[config.mk]
export PLATFORM = sky130hd
export DESIGN_NAME = sprite_hshrink_writer_flat
export DESIGN_NICKNAME = d
export VERILOG_FILES = /design/src/rtl/sprite_hshrink_writer_if.sv /design/src/rtl/sprite_hshrink_writer.sv /design/src/flat_wrapper.sv
export SDC_FILE = /design/constraint.sdc
export NUM_CORES = 1
export LEC_CHECK = 0
export BUFFER_PORTS_ARGS = -buffer_cell sky130_fd_sc_hd__buf_2
export CAP_MARGIN = 20
export CELL_PAD_IN_SITES_DETAIL_PLACEMENT = 0
export CELL_PAD_IN_SITES_GLOBAL_PLACEMENT = 2
export CORE_ASPECT_RATIO = 0.6
export CORE_MARGIN = 3
export CORE_UTILIZATION = 34
export DETAILED_ROUTE_END_ITERATION = 10
export GPL_ROUTABILITY_DRIVEN = 0
export PLACE_DENSITY = 0.78
export SYNTH_ARGS = -nofsm -noshare
export SYNTH_HDL_FRONTEND = slang
export SYNTH_SLANG_ARGS = --single-unit
[constraint.sdc]
create_clock -name CLK -period 2.7 [get_ports CLK]
set_input_delay 0.135 -clock CLK [delete_from_list [all_inputs] [get_ports CLK]]
set_output_delay 0.135 -clock CLK [all_outputs]
set_load 0.02 [all_outputs]
[src/rtl/sprite_hshrink_writer_if.sv]
// Sprite parameter input and line-buffer write bus for sprite_hshrink_writer.
//
// Handshake: there is no backpressure anywhere on this bus. SPR_LOAD is a
// one-cycle strobe that marks PIPE_C valid for that cycle only. PIX_WE is a
// one-cycle write strobe that qualifies PIX_ADDR/PIX_IDX in the same cycle.
// DONE is a one-cycle pulse. Consumers must accept every strobe as it comes.
interface sprite_hshrink_writer_if #(
    parameter int XW = 9
);
    logic          SPR_LOAD;
    logic [XW+4:0] PIPE_C;     // {chain, hshrink[3:0], xpos[XW-1:0]}
    logic          PIX_WE;
    logic [XW-1:0] PIX_ADDR;
    logic [3:0]    PIX_IDX;
    logic          DONE;

    // Upstream/downstream side: drives sprite parameters and observes writes.
    modport master (
        output SPR_LOAD, PIPE_C,
        input  PIX_WE, PIX_ADDR, PIX_IDX, DONE
    );

    // Writer side.
    modport slave (
        input  SPR_LOAD, PIPE_C,
        output PIX_WE, PIX_ADDR, PIX_IDX, DONE
    );
endinterface

[src/rtl/sprite_hshrink_writer.sv]
// Sprite horizontal-shrink line-buffer writer.
// Takes one sprite parameter word, resolves chained X positions against the
// previous sprite on the line, then walks the 16 source pixels at pixel rate
// and emits a line-buffer write for every pixel kept by the shrink mask.
module sprite_hshrink_writer #(
    parameter int XW   = 9,
    parameter int NPIX = 16
) (
    input  logic                    CLK,
    input  logic                    RESETP,
    input  logic                    CLK_EN_PIX,
    input  logic                    NEW_LINE,
    sprite_hshrink_writer_if.slave  bus,
    output logic                    BUSY,
    output logic [XW-1:0]           XPOS,
    output logic                    LOAD_ERR,
    output logic [1:0]              STATE_DBG
);

    localparam int IW = $clog2(NPIX);

    typedef enum logic [1:0] {
        S_IDLE = 2'd0,
        S_LOAD = 2'd1,
        S_RUN  = 2'd2
    } state_t;

    state_t          state;
    state_t          state_next;

    logic [XW+4:0]   pipe_q;
    logic            pipe_chain;
    logic [3:0]      pipe_hs;
    logic [XW-1:0]   pipe_x;

    logic [XW-1:0]   prev_x;
    logic [XW-1:0]   prev_w;
    logic [XW-1:0]   addr;
    logic [XW-1:0]   xpos_q;
    logic [XW-1:0]   load_xpos;
    logic [IW-1:0]   idx;

    logic [15:0]     keep_mask;
    logic            keep_bit;
    logic            last_idx;
    logic            pix_step;
    logic            pix_we;
    logic            done_q;
    logic            load_err_q;

    // Keep mask per hshrink value; bit 15 is source pixel 0. popcount = hs+1.
    function automatic logic [15:0] shrink_mask(input logic [3:0] hs);
        logic [15:0] m;
        case (hs)
            4'd0:    m = 16'h0080;
            4'd1:    m = 16'h0880;
            4'd2:    m = 16'h0888;
            4'd3:    m = 16'h2888;
            4'd4:    m = 16'h288A;
            4'd5:    m = 16'h2A8A;
            4'd6:    m = 16'h2AAA;
            4'd7:    m = 16'hAAAA;
            4'd8:    m = 16'hAAEA;
            4'd9:    m = 16'hBAEA;
            4'd10:   m = 16'hBAEB;
            4'd11:   m = 16'hBBEB;
            4'd12:   m = 16'hBBEF;
            4'd13:   m = 16'hFBEF;
            4'd14:   m = 16'hFBFF;
            default: m = 16'hFFFF;
        endcase
        return m;
    endfunction

    assign pipe_chain = pipe_q[XW+4];
    assign pipe_hs    = pipe_q[XW+3:XW];
    assign pipe_x     = pipe_q[XW-1:0];

    // Chained sprites start right after the previous sprite's written width.
    assign load_xpos  = pipe_chain ? (prev_x + prev_w) : pipe_x;

    assign keep_mask  = shrink_mask(pipe_hs);
    assign keep_bit   = keep_mask[4'd15 - 4'(idx)];
    assign last_idx   = (idx == IW'(NPIX - 1));

    // A pixel is processed only on an enabled RUN cycle that is not being aborted.
    assign pix_step   = (state == S_RUN) && CLK_EN_PIX && !NEW_LINE;
    assign pix_we     = pix_step && keep_bit;

    assign BUSY         = (state != S_IDLE);
    assign XPOS         = xpos_q;
    assign LOAD_ERR     = load_err_q;
    assign STATE_DBG    = state;
    assign bus.PIX_WE   = pix_we;
    assign bus.PIX_ADDR = pix_we ? addr : '0;
    assign bus.PIX_IDX  = pix_we ? 4'(idx) : 4'd0;
    assign bus.DONE     = done_q;

    // State register.
    always_ff @(posedge CLK) begin
        if (!RESETP) begin
            state <= S_IDLE;
        end else begin
            state <= state_next;
        end
    end

    // Next-state logic; NEW_LINE aborts any sprite in flight.
    always_comb begin
        state_next = state;
        case (state)
            S_IDLE: begin
                if (bus.SPR_LOAD) begin
                    state_next = S_LOAD;
                end
            end
            S_LOAD: begin
                state_next = S_RUN;
            end
            S_RUN: begin
                if (pix_step && last_idx) begin
                    state_next = S_IDLE;
                end
            end
            default: begin
                state_next = S_IDLE;
            end
        endcase
        if (NEW_LINE && (state != S_IDLE)) begin
            state_next = S_IDLE;
        end
    end

    // Sprite datapath: parameter latch, X resolution, pixel walk, chain history.
    always_ff @(posedge CLK) begin
        if (!RESETP) begin
            pipe_q <= '0;
            prev_x <= '0;
            prev_w <= '0;
            addr   <= '0;
            xpos_q <= '0;
            idx    <= '0;
        end else begin
            case (state)
                S_IDLE: begin
                    if (bus.SPR_LOAD) begin
                        pipe_q <= bus.PIPE_C;
                    end
                end
                S_LOAD: begin
                    if (!NEW_LINE) begin
                        xpos_q <= load_xpos;
                        prev_x <= load_xpos;
                        prev_w <= {{(XW-5){1'b0}}, ({1'b0, pipe_hs} + 5'd1)};
                        addr   <= load_xpos;
                        idx    <= '0;
                    end
                end
                S_RUN: begin
                    if (pix_step) begin
                        idx <= idx + IW'(1);
                        if (keep_bit) begin
                            addr <= addr + XW'(1);
                        end
                    end
                end
                default: begin
                end
            endcase
            // Line start wipes chain history; a same-cycle load then sees it cleared.
            if (NEW_LINE) begin
                prev_x <= '0;
                prev_w <= '0;
            end
        end
    end

    // DONE pulse and sticky load-while-busy error flag.
    always_ff @(posedge CLK) begin
        if (!RESETP) begin
            done_q     <= 1'b0;
            load_err_q <= 1'b0;
        end else begin
            done_q <= pix_step && last_idx;
            if (NEW_LINE) begin
                load_err_q <= 1'b0;
            end else if (bus.SPR_LOAD && BUSY) begin
                load_err_q <= 1'b1;
            end
        end
    end

endmodule

[src/flat_wrapper.sv]
// flat-port wrapper written by rule: the top's interface ports become plain ports
module sprite_hshrink_writer_flat 
#(
    parameter int XW   = 9,
    parameter int NPIX = 16
)
  (CLK, RESETP, CLK_EN_PIX, NEW_LINE, BUSY, XPOS, LOAD_ERR, STATE_DBG, bus_SPR_LOAD, bus_PIPE_C, bus_PIX_WE, bus_PIX_ADDR, bus_PIX_IDX, bus_DONE);
  sprite_hshrink_writer_if #(.XW(XW)) bus_i ();
  input  logic CLK;
  input  logic RESETP;
  input  logic CLK_EN_PIX;
  input  logic NEW_LINE;
  output logic BUSY;
  output logic [XW-1:0] XPOS;
  output logic LOAD_ERR;
  output logic [1:0] STATE_DBG;
  input wire logic [$bits(bus_i.SPR_LOAD)-1:0] bus_SPR_LOAD;
  input wire logic [$bits(bus_i.PIPE_C)-1:0] bus_PIPE_C;
  output wire logic [$bits(bus_i.PIX_WE)-1:0] bus_PIX_WE;
  output wire logic [$bits(bus_i.PIX_ADDR)-1:0] bus_PIX_ADDR;
  output wire logic [$bits(bus_i.PIX_IDX)-1:0] bus_PIX_IDX;
  output wire logic [$bits(bus_i.DONE)-1:0] bus_DONE;
  assign bus_i.SPR_LOAD = bus_SPR_LOAD;
  assign bus_i.PIPE_C = bus_PIPE_C;
  assign bus_PIX_WE = bus_i.PIX_WE;
  assign bus_PIX_ADDR = bus_i.PIX_ADDR;
  assign bus_PIX_IDX = bus_i.PIX_IDX;
  assign bus_DONE = bus_i.DONE;
  sprite_hshrink_writer #(.XW(XW), .NPIX(NPIX)) u_core (.CLK(CLK), .RESETP(RESETP), .CLK_EN_PIX(CLK_EN_PIX), .NEW_LINE(NEW_LINE), .bus(bus_i), .BUSY(BUSY), .XPOS(XPOS), .LOAD_ERR(LOAD_ERR), .STATE_DBG(STATE_DBG));
endmodule
# Word-level counts from Yosys, hierarchy flattened
# Memories as Yosys holds them, arrays and structs flattened. A register that Yosys moved wholly into a read port is not among the register bits.
# Cells that the tools add are included.
# word_totals
rom_bits,240
output_inout_bits,28
n_memories,1
elab_cells,60
register_bits,54
in_bits,19
# memory_table
memory,words,word_bits,read_ports,rd_ports_with_merged_regs,write_ports,line_no,source
(name not given),16,15,1,1,0,sprite_hshrink_writer.sv:54,case (hs)
# op_classes
bitwise_logic,2
eq_ne,8
reduce_logical,17
magnitude_cmp,1
add_sub_neg,5
mux,17
# ops
cell,n
$mux 9,5
$mux 4,5
$pmux 9 s2,1
$add 9x1->9 const B,1
$add 9x5->9,1
$pmux 4 s2,1
$logic_and 1x1->1,6
$ne 2x2->1 const B,3
$pmux 2 s3,1
$reduce_and 2->1,3
$add 4x1->5 const B,1
$lt 4x5->1 const B,1
$add 4x1->4 const B,1
$bmux 1 s4,1
$eq 4x4->1 const B,1
$mux 2,2
$ne 2x1->1 const B,2
$reduce_and 4->1,1
$reduce_bool 2->1,2
$reduce_or 2->1,2
$sub 4x4->4 const A,1
$reduce_and 3->1,1
$eq 2x1->1 const B,1
$eq 2x2->1 const B,1
other kinds (4),5

# Logic depth before layout (Yosys ltp)
# Gate-level depths: netlist of the first run.
# logic_depth
word_depth,6
mapped_depth,9
mapped_depth_nobuf,9

# Least setup slack after synthesis of the first run
# No wires, ideal clock.
# synth_timing
path_kind,reg-to-reg
start,reg u_core.state[1] (netlist: u_core.STATE_DBG[1])
end,reg u_core.addr[5]
path_slack_ps,553
t_arrival_ps,2070
t_required_ps,2623
path_stages_with_launch,7
setup_ps,77
path_buffers,0
synth_period_minus_slack_ps,2147
path_cell_list,dfxtp_1 nand2b_4 or4b_4 a211oi_4 nor2_2 or4_1 a41oi_2
# synth_between
elab_chain_len,5
word_cells_on_any_way,10
classes_between,eq/ne: 5; mux: 1; reduce/logical: 4
# synth_lines
item,line_no,source
"start, declared",sprite_hshrink_writer.sv:28,state_t state;
"start signal, assigned",sprite_hshrink_writer.sv:104,state <= state_next;
$eq 2x2->1,"sprite_hshrink_writer.sv:87, sprite_hshrink_writer.sv:144",
$logic_and 1x1->1 (2 in series),sprite_hshrink_writer.sv:87,assign pix_step = (state == S_RUN) && CLK_EN_PIX && !NEW_LINE;
$ne 2x1->1 (no line),-,
$reduce_and 4->1 (no line),-,
"end signal, assigned",sprite_hshrink_writer.sv:155,addr <= load_xpos;
"end signal, assigned",sprite_hshrink_writer.sv:163,addr <= addr + XW'(1);
"end, declared",sprite_hshrink_writer.sv:38,logic [XW-1:0] addr;
# Parallel ways exist; a longest one is shown, timed or not.
# A chain may end at the register's enable or synchronous reset.

# Worst setup path after layout of the first run
# layout_timing
start,reg u_core.idx[0]
end,out bus_PIX_ADDR[8]
# layout_between
elab_chain_len,5
# layout_lines
item,line_no,source
"start, declared",sprite_hshrink_writer.sv:41,logic [IW-1:0] idx;
"start signal, assigned",sprite_hshrink_writer.sv:161,idx <= idx + IW'(1);
$sub 4x4->4,sprite_hshrink_writer.sv:83,assign keep_bit = keep_mask[4'd15 - 4'(idx)];
$bmux 1 s4,sprite_hshrink_writer.sv:83,
$mux 1 (not written as such),sprite_hshrink_writer.sv:83,
$logic_and 1x1->1,sprite_hshrink_writer.sv:88,assign pix_we = pix_step && keep_bit;
$mux 9,sprite_hshrink_writer.sv:95,assign bus.PIX_ADDR = pix_we ? addr : '0;
"end, declared",flat_wrapper.sv:20,output wire logic [$bits(bus_i.PIX_ADDR)-1:0] bus_PIX_ADDR;
# Every way passes these cells. The select of a mux whose other input is x is not followed.

==> qor.csv, run 1 <==
metric,value,unit
Layout Skew,7.149,ps
initial antenna violation count,0,
post-synth top area share,43.31,%
crit end category,output pin,
Placeable Area,8816,µm²
number of synthesis warnings,0,
"Slew Viols, Final",0,
highest routed layer,met4,
global route overflow,0,
CP Max Fanout,16,
Fin Setup TNS,0,ps
wl on met1,4953,µm
Vias/cell,5.029,
Die Height,81.02,µm
wire per inst,16.55,µm
DIE AREA,10620,µm²
Max Cap Viol,0,
Starting Density,36.18,%
"Hold-fix buffers, CTS",0,
Site Rows,26,
fin crit period,2458,ps
Met3 Wirelength,721,µm
CP required,2570,ps
Post-Syn Area,3189,µm²
CTS max path bufs,2,
"Seq/Total Area, Yosys",43.31,%
Inserted Diodes,0,
status,completed,
drt first pass iters,4,
final WL,9121,µm
HP Class,in2reg,
share of flip-flops with an asynchronous set or reset,0,%
clk root buf,clkbuf_16,
Tightest Pin Transition,619.9,ps
largest net degree at the start of global routing,28,
die width,131.0,µm
post-synth top area cell,dfxtp_1,
CTS buffer count,9,
Max Clk Rate,0.4068,GHz
power after layout,2.574,mW
Ports,47,
fraction of layout cells with a size suffix above 1,20.24,%
I/O Buffers,46,
number of synthesized flops with an enable pin,0,
Final setup viols,0,
Slew HR,57.49,%
pwr dens,660.3,nW/µm²
TritonCTS clock tree,yes,
clk_lat worst skew,330,ps
Leak,1.642,nW
hpwl dp,6628,µm
via count,2771,
CTS H-Tree Depth,3,
Place WS,353.5,ps
Routed Antenna Nets,0,
syn_nets,402,
nets@finish,449,
"top cells by area, synth","dfxtp_1 (43%), nand2_1 (6.1%), nor2_1 (5.1%)",
first-pass GRT wire length,14510,µm
DR WL met2,3408,µm
overall routing resource usage,18.47,%
Cells after Synth,374,
RSZ-0062 raised after global routing,false,
Worst setup SP type,register,
crit path DAT,2320,ps
fillcell total,901,
Clock Sinks,69,
number of DRC markers in iteration 0,171,
number of global-route vias before repair,2619,
highest ir drop seen on vdd,0.0002801,V
clock transition at the registers of the reported paths,60,ps
final hold viol count,0,
min setup slack post-route,242.0,ps
Area Overhead vs Synth,22.20,%
period utilisation layout,91.04,%
Residual DRC,0,
prevailing post-synth register cell,dfxtp_1,
Avg Synthesized Cell Area,8.528,µm²
Synth Register Bits,69,
Netlist cell types,54,
critical path class,reg2out,
-- metal layers --
metal	global-route usage (%)	up-vias
met5	0	-
met1	29.32	1292
li1	-	1403
met2	22.82	72
met3	5.782	4
met4	5.544	0
-- final cells by class --
| cell class | count | area, µm² | area share (%) |
|---|---|---|---|
| inverters | 12 | 45.04 | 1.156 |
| clock buffers | 10 | 239.0 | 6.132 |
| multi-input cells | 273 | 1684 | 43.21 |
| repair buffers | 56 | 305.3 | 7.833 |
| well taps | 126 | 157.7 | 4.045 |
| flip-flops and latches | 69 | 1383 | 35.47 |
| clock inverters | 5 | 83.83 | 2.151 |
-- synth_stat cells, drive strengths merged, types with 2 or more instances --
master	n
nand4	2
xnor2	2
ha	8
and2b	2
nand2	52
nand3	8
a31oi	2
buf	3
nor3b	2
nor2	45
o211ai	3
mux4	3
a31o	2
mux2i	9
a21o	8
a21oi	29
nor3	7
inv	12
o21a	3
o31ai	2
nor2b	15
clkbuf	17
and3	3
or4	2
o2bb2ai	2
dfxtp	69
xor2	5
a22o	2
o21ai	21
nand2b	6
a211oi	11
-- metrics by stage --
stage,hold WS [ps],cells,utilization [%],instance area [µm²]
final,39.87,551,44.21,3897
after global routing,36.11,551,44.21,3897
after CTS,27.49,551,44.20,3896
after detailed placement,386.8,536,40.53,3573
after global placement,378.1,536,40.53,3573
after floorplan,271.0,374,-,3189
-- flip-flops by register name (all words and copies together), names as in the netlist --
name and count:
u_core.idx 4, u_core.addr 9, u_core.prev_x 9, u_core.STATE_DBG 2, u_core.keep_mask 15, u_core.prev_w 5
u_core.XPOS 9, u_core.LOAD_ERR 1, u_core.bus.DONE 1, u_core.pipe_q 14
-- worst max-delay path, cell delays in order, from the launching register on --
cell and delay (ps):
dfxtp_2 470, mux4_2 570, mux2i_1 190, nor2_2 90, nor2_2 100, buf_4 210
and2b_1 200, buf_2 150
-- power by group --
part | total [mW] | internal [mW] | switching, mW
combinational | 0.212 | 0.0772 | 0.134
sequential | 1.08 | 1.06 | 0.0261
clock | 1.28 | 0.831 | 0.447
-- path summary, 6_finish.rpt --
kind	start	end	slack (ps)	cells after the start
max	u_core.idx[0]	bus_PIX_ADDR[8]	240	7
min	bus_PIPE_C[2]	u_core.pipe_q[2]	40	3
max reg2reg	u_core.STATE_DBG[1]	u_core.addr[5]	350	7
min reg2reg	u_core.XPOS[5]	u_core.XPOS[5]	450	1
-- layout by cell type (no fill, tap or decap), drive strengths merged, types with 3 or more instances in the layout --
master and instances:
nor2b 15, o21ai 21, a211oi 11, inv 13
a21oi 29, mux4 3, nand3 8, nand2 52
nor2 45, nand2b 6, o21a 3, dfxtp 69
clkbuf 10, a21o 8, xor2 5, buf 56
nor3 7, and3 3, o211ai 3, mux2i 9
ha 8
-- kinds of logic after synthesis --
group | share of synthesized area (%)
AND/OR/NAND/NOR | 22.17
buffers and inverters | 3.884
AO/OA/AOI/OAI | 20.01
multiplexers | 4.943
XOR/XNOR | 1.922
adder cells (fa/ha/maj) | 3.766
flip-flops | 43.31
-- what timing repair did --
| action | 4_1_cts | 5_1_grt |
|---|---|---|
| endpoints found under the setup margin | 0 | 1 |
| hold endpoints to repair | 0 | 0 |
| gates resized for setup | 0 | 1 |
| setup buffers | 0 | 0 |
No activity file was read; power rests on OpenSTA's default activity.
==> run 2, diff against run 1 <==
--- a/config.mk
+++ b/config.mk
@@ -14,6 +14,7 @@
 export CORE_UTILIZATION = 34
 export DETAILED_ROUTE_END_ITERATION = 10
 export GPL_ROUTABILITY_DRIVEN = 0
+export GPL_TIMING_DRIVEN = 0
 export PLACE_DENSITY = 0.78
 export SYNTH_ARGS = -nofsm -noshare
 export SYNTH_HDL_FRONTEND = slang
==> qor.csv, run 2 (synthesized netlist as in run 1, its figures left out) <==
metric,value,unit,change
status,completed,,
worst reg2reg startpoint,u_core.idx[0],,
I/O Buffers,46,,unchanged
global route overflow,0,,unchanged
CP Launch Point,u_core.idx[0],,
Placeable Area,8816,µm²,unchanged
wire per inst,16.77,µm,+1.3%
CP Max Fanout,10,,-6
wl on met1,5236,µm,+5.7%
fin crit period,2490,ps,+32.26 ps
initial antenna violation count,0,,unchanged
CP required,2570,ps,about the same
pwr dens,636.8,nW/µm²,-3.6%
number of global-route vias before repair,2638,,+0.73%
Worst setup SP type,register,,
Worst R2R Path Depth,8,,+1
Layout Skew,3.863,ps,-3.286 ps
via count,2892,,+4.4%
DIE AREA,10620,µm²,unchanged
Tightest Pin Transition,675.5,ps,+55.58 ps
clk_lat worst skew,330,ps,about the same
Register Area,1381,µm²,about the same
hpwl dp,7034,µm,+6.1%
HP Class,in2reg,,
Max Clk Rate,0.4016,GHz,-1.3%
fraction of layout cells with a size suffix above 1,18.72,%,-1.5 points
Met3 Wirelength,545,µm,-24%
Inserted Diodes,0,,unchanged
max reg flops,15,,unchanged
Residual DRC,0,,unchanged
Final setup viols,0,,unchanged
Site Rows,26,,unchanged
min setup slack post-route,209.8,ps,-32.27 ps
hold_sp,bus_PIPE_C[13],,
overall routing resource usage,18.99,%,+0.52 points
Place WS,141.0,ps,-212.5 ps
Fin Setup TNS,0,ps,unchanged
slack of the worst reg-to-reg path,270,ps,-80 ps
Max Cap Viol,0,,unchanged
clock transition at the registers of the reported paths,60,ps,about the same
Vias/cell,5.128,,+2.0%
Die Height,81.02,µm,unchanged
Routed Antenna Nets,0,,unchanged
"most common cell after layout, fill and taps aside",dfxtp_1,,
drt first pass iters,5,,+1
die width,131.0,µm,unchanged
most frequent cells in the layout,"dfxtp_1 (69), nand2_1 (52), buf_2 (48)",,
clk root buf,clkbuf_16,,
highest ir drop seen on vdd,0.0002749,V,-1.8%
highest routed layer,met4,,
area occupied by multi-input gates,1689,µm²,+0.30%
Clock Sinks,69,,unchanged
fillcell total,902,,+0.11%
number of DRC markers in iteration 0,220,,+29%
Starting Density,36.18,%,unchanged
Area Overhead vs Synth,22.40,%,
CTS H-Tree Depth,3,,unchanged
RSZ-0062 raised after global routing,false,,
"Slew Viols, Final",0,,unchanged
nets@finish,461,,+2.7%
final hold viol count,0,,unchanged
CTS buffer count,9,,unchanged
largest net degree at the start of global routing,14,,-50%
DR WL met2,3560,µm,+4.5%
crit path DAT,2360,ps,+40 ps
CTS max path bufs,2,,unchanged
critical path class,reg2out,,
Ports,47,,unchanged
final WL,9458,µm,+3.7%
first-pass GRT wire length,14990,µm,+3.3%
period utilisation layout,92.23,%,+1.2 points
reg2reg end,u_core.addr[1],,
Leak,1.640,nW,about the same
Slew HR,53.68,%,-3.8 points
crit end category,output pin,,
TritonCTS clock tree,yes,,
crit path capture,bus_PIX_ADDR[4],,
run 2: how the worst min path moves through the flow:
stage	endpoint	slack [ps]	cells past startpoint
global placement	u_core.pipe_q[8]	380	3
finish	u_core.pipe_q[13]	40	3
global route	u_core.pipe_q[3]	40	3
detailed placement	u_core.pipe_q[13]	380	3
floorplan	u_core.pipe_q[7]	270	2
CTS	u_core.pipe_q[13]	20	3
run 2: cell type report:
cell class | instances | share of cell area, %
sequential | 69 | 35.38
inverter | 12 | 1.154
multi-input combinational | 273 | 43.27
clock buffer | 9 | 5.769
clock inverter | 7 | 1.923
timing repair buffer | 48 | 6.282
buffer | 20 | 2.179
tap | 126 | 4.038
run 2: report_power, final:
group / switching, mW / total, mW / internal (mW)
registers: 0.0224 / 1.08 / 1.06
logic: 0.142 / 0.216 / 0.0739
clock network: 0.471 / 1.19 / 0.719
run 2: repair_timing:
item / 4_1_cts / 5_1_grt
gates resized for setup: 2 / 4
hold buffers: 0 / 0
buffers inserted: 0 / 2
pin swaps: 0 / 1
setup endpoints to repair: 10 / 11
run 2: per-layer routing:
layer / track usage [%] / vias up
met2: 23.89 / 90
met5: 0 / -
met4: 5.236 / 0
met1: 30.34 / 1366
met3: 5.388 / 12
li1: - / 1424
run 2: worst max-delay path, stage by stage, from the launching register on:
cell and delay, ps:
dfxtp_1 330, clkbuf_4 230, mux4_2 550, nor2_1 200, a211oi_4 100, nor2_4 190
buf_4 190, nor2b_1 60, buf_2 160
run 2: stage by stage:
stage	instance area [µm²]	power, mW	hold WS (ps)	cells	util [%]
floorplan	3189	1.234	271.0	374	-
global placement	3577	1.316	375.7	546	40.58
detailed placement	3577	1.316	382.3	546	40.58
CTS	3884	2.511	23.26	562	44.05
global route	3904	2.592	38.91	564	44.28
finish	3904	2.486	36.47	564	44.28
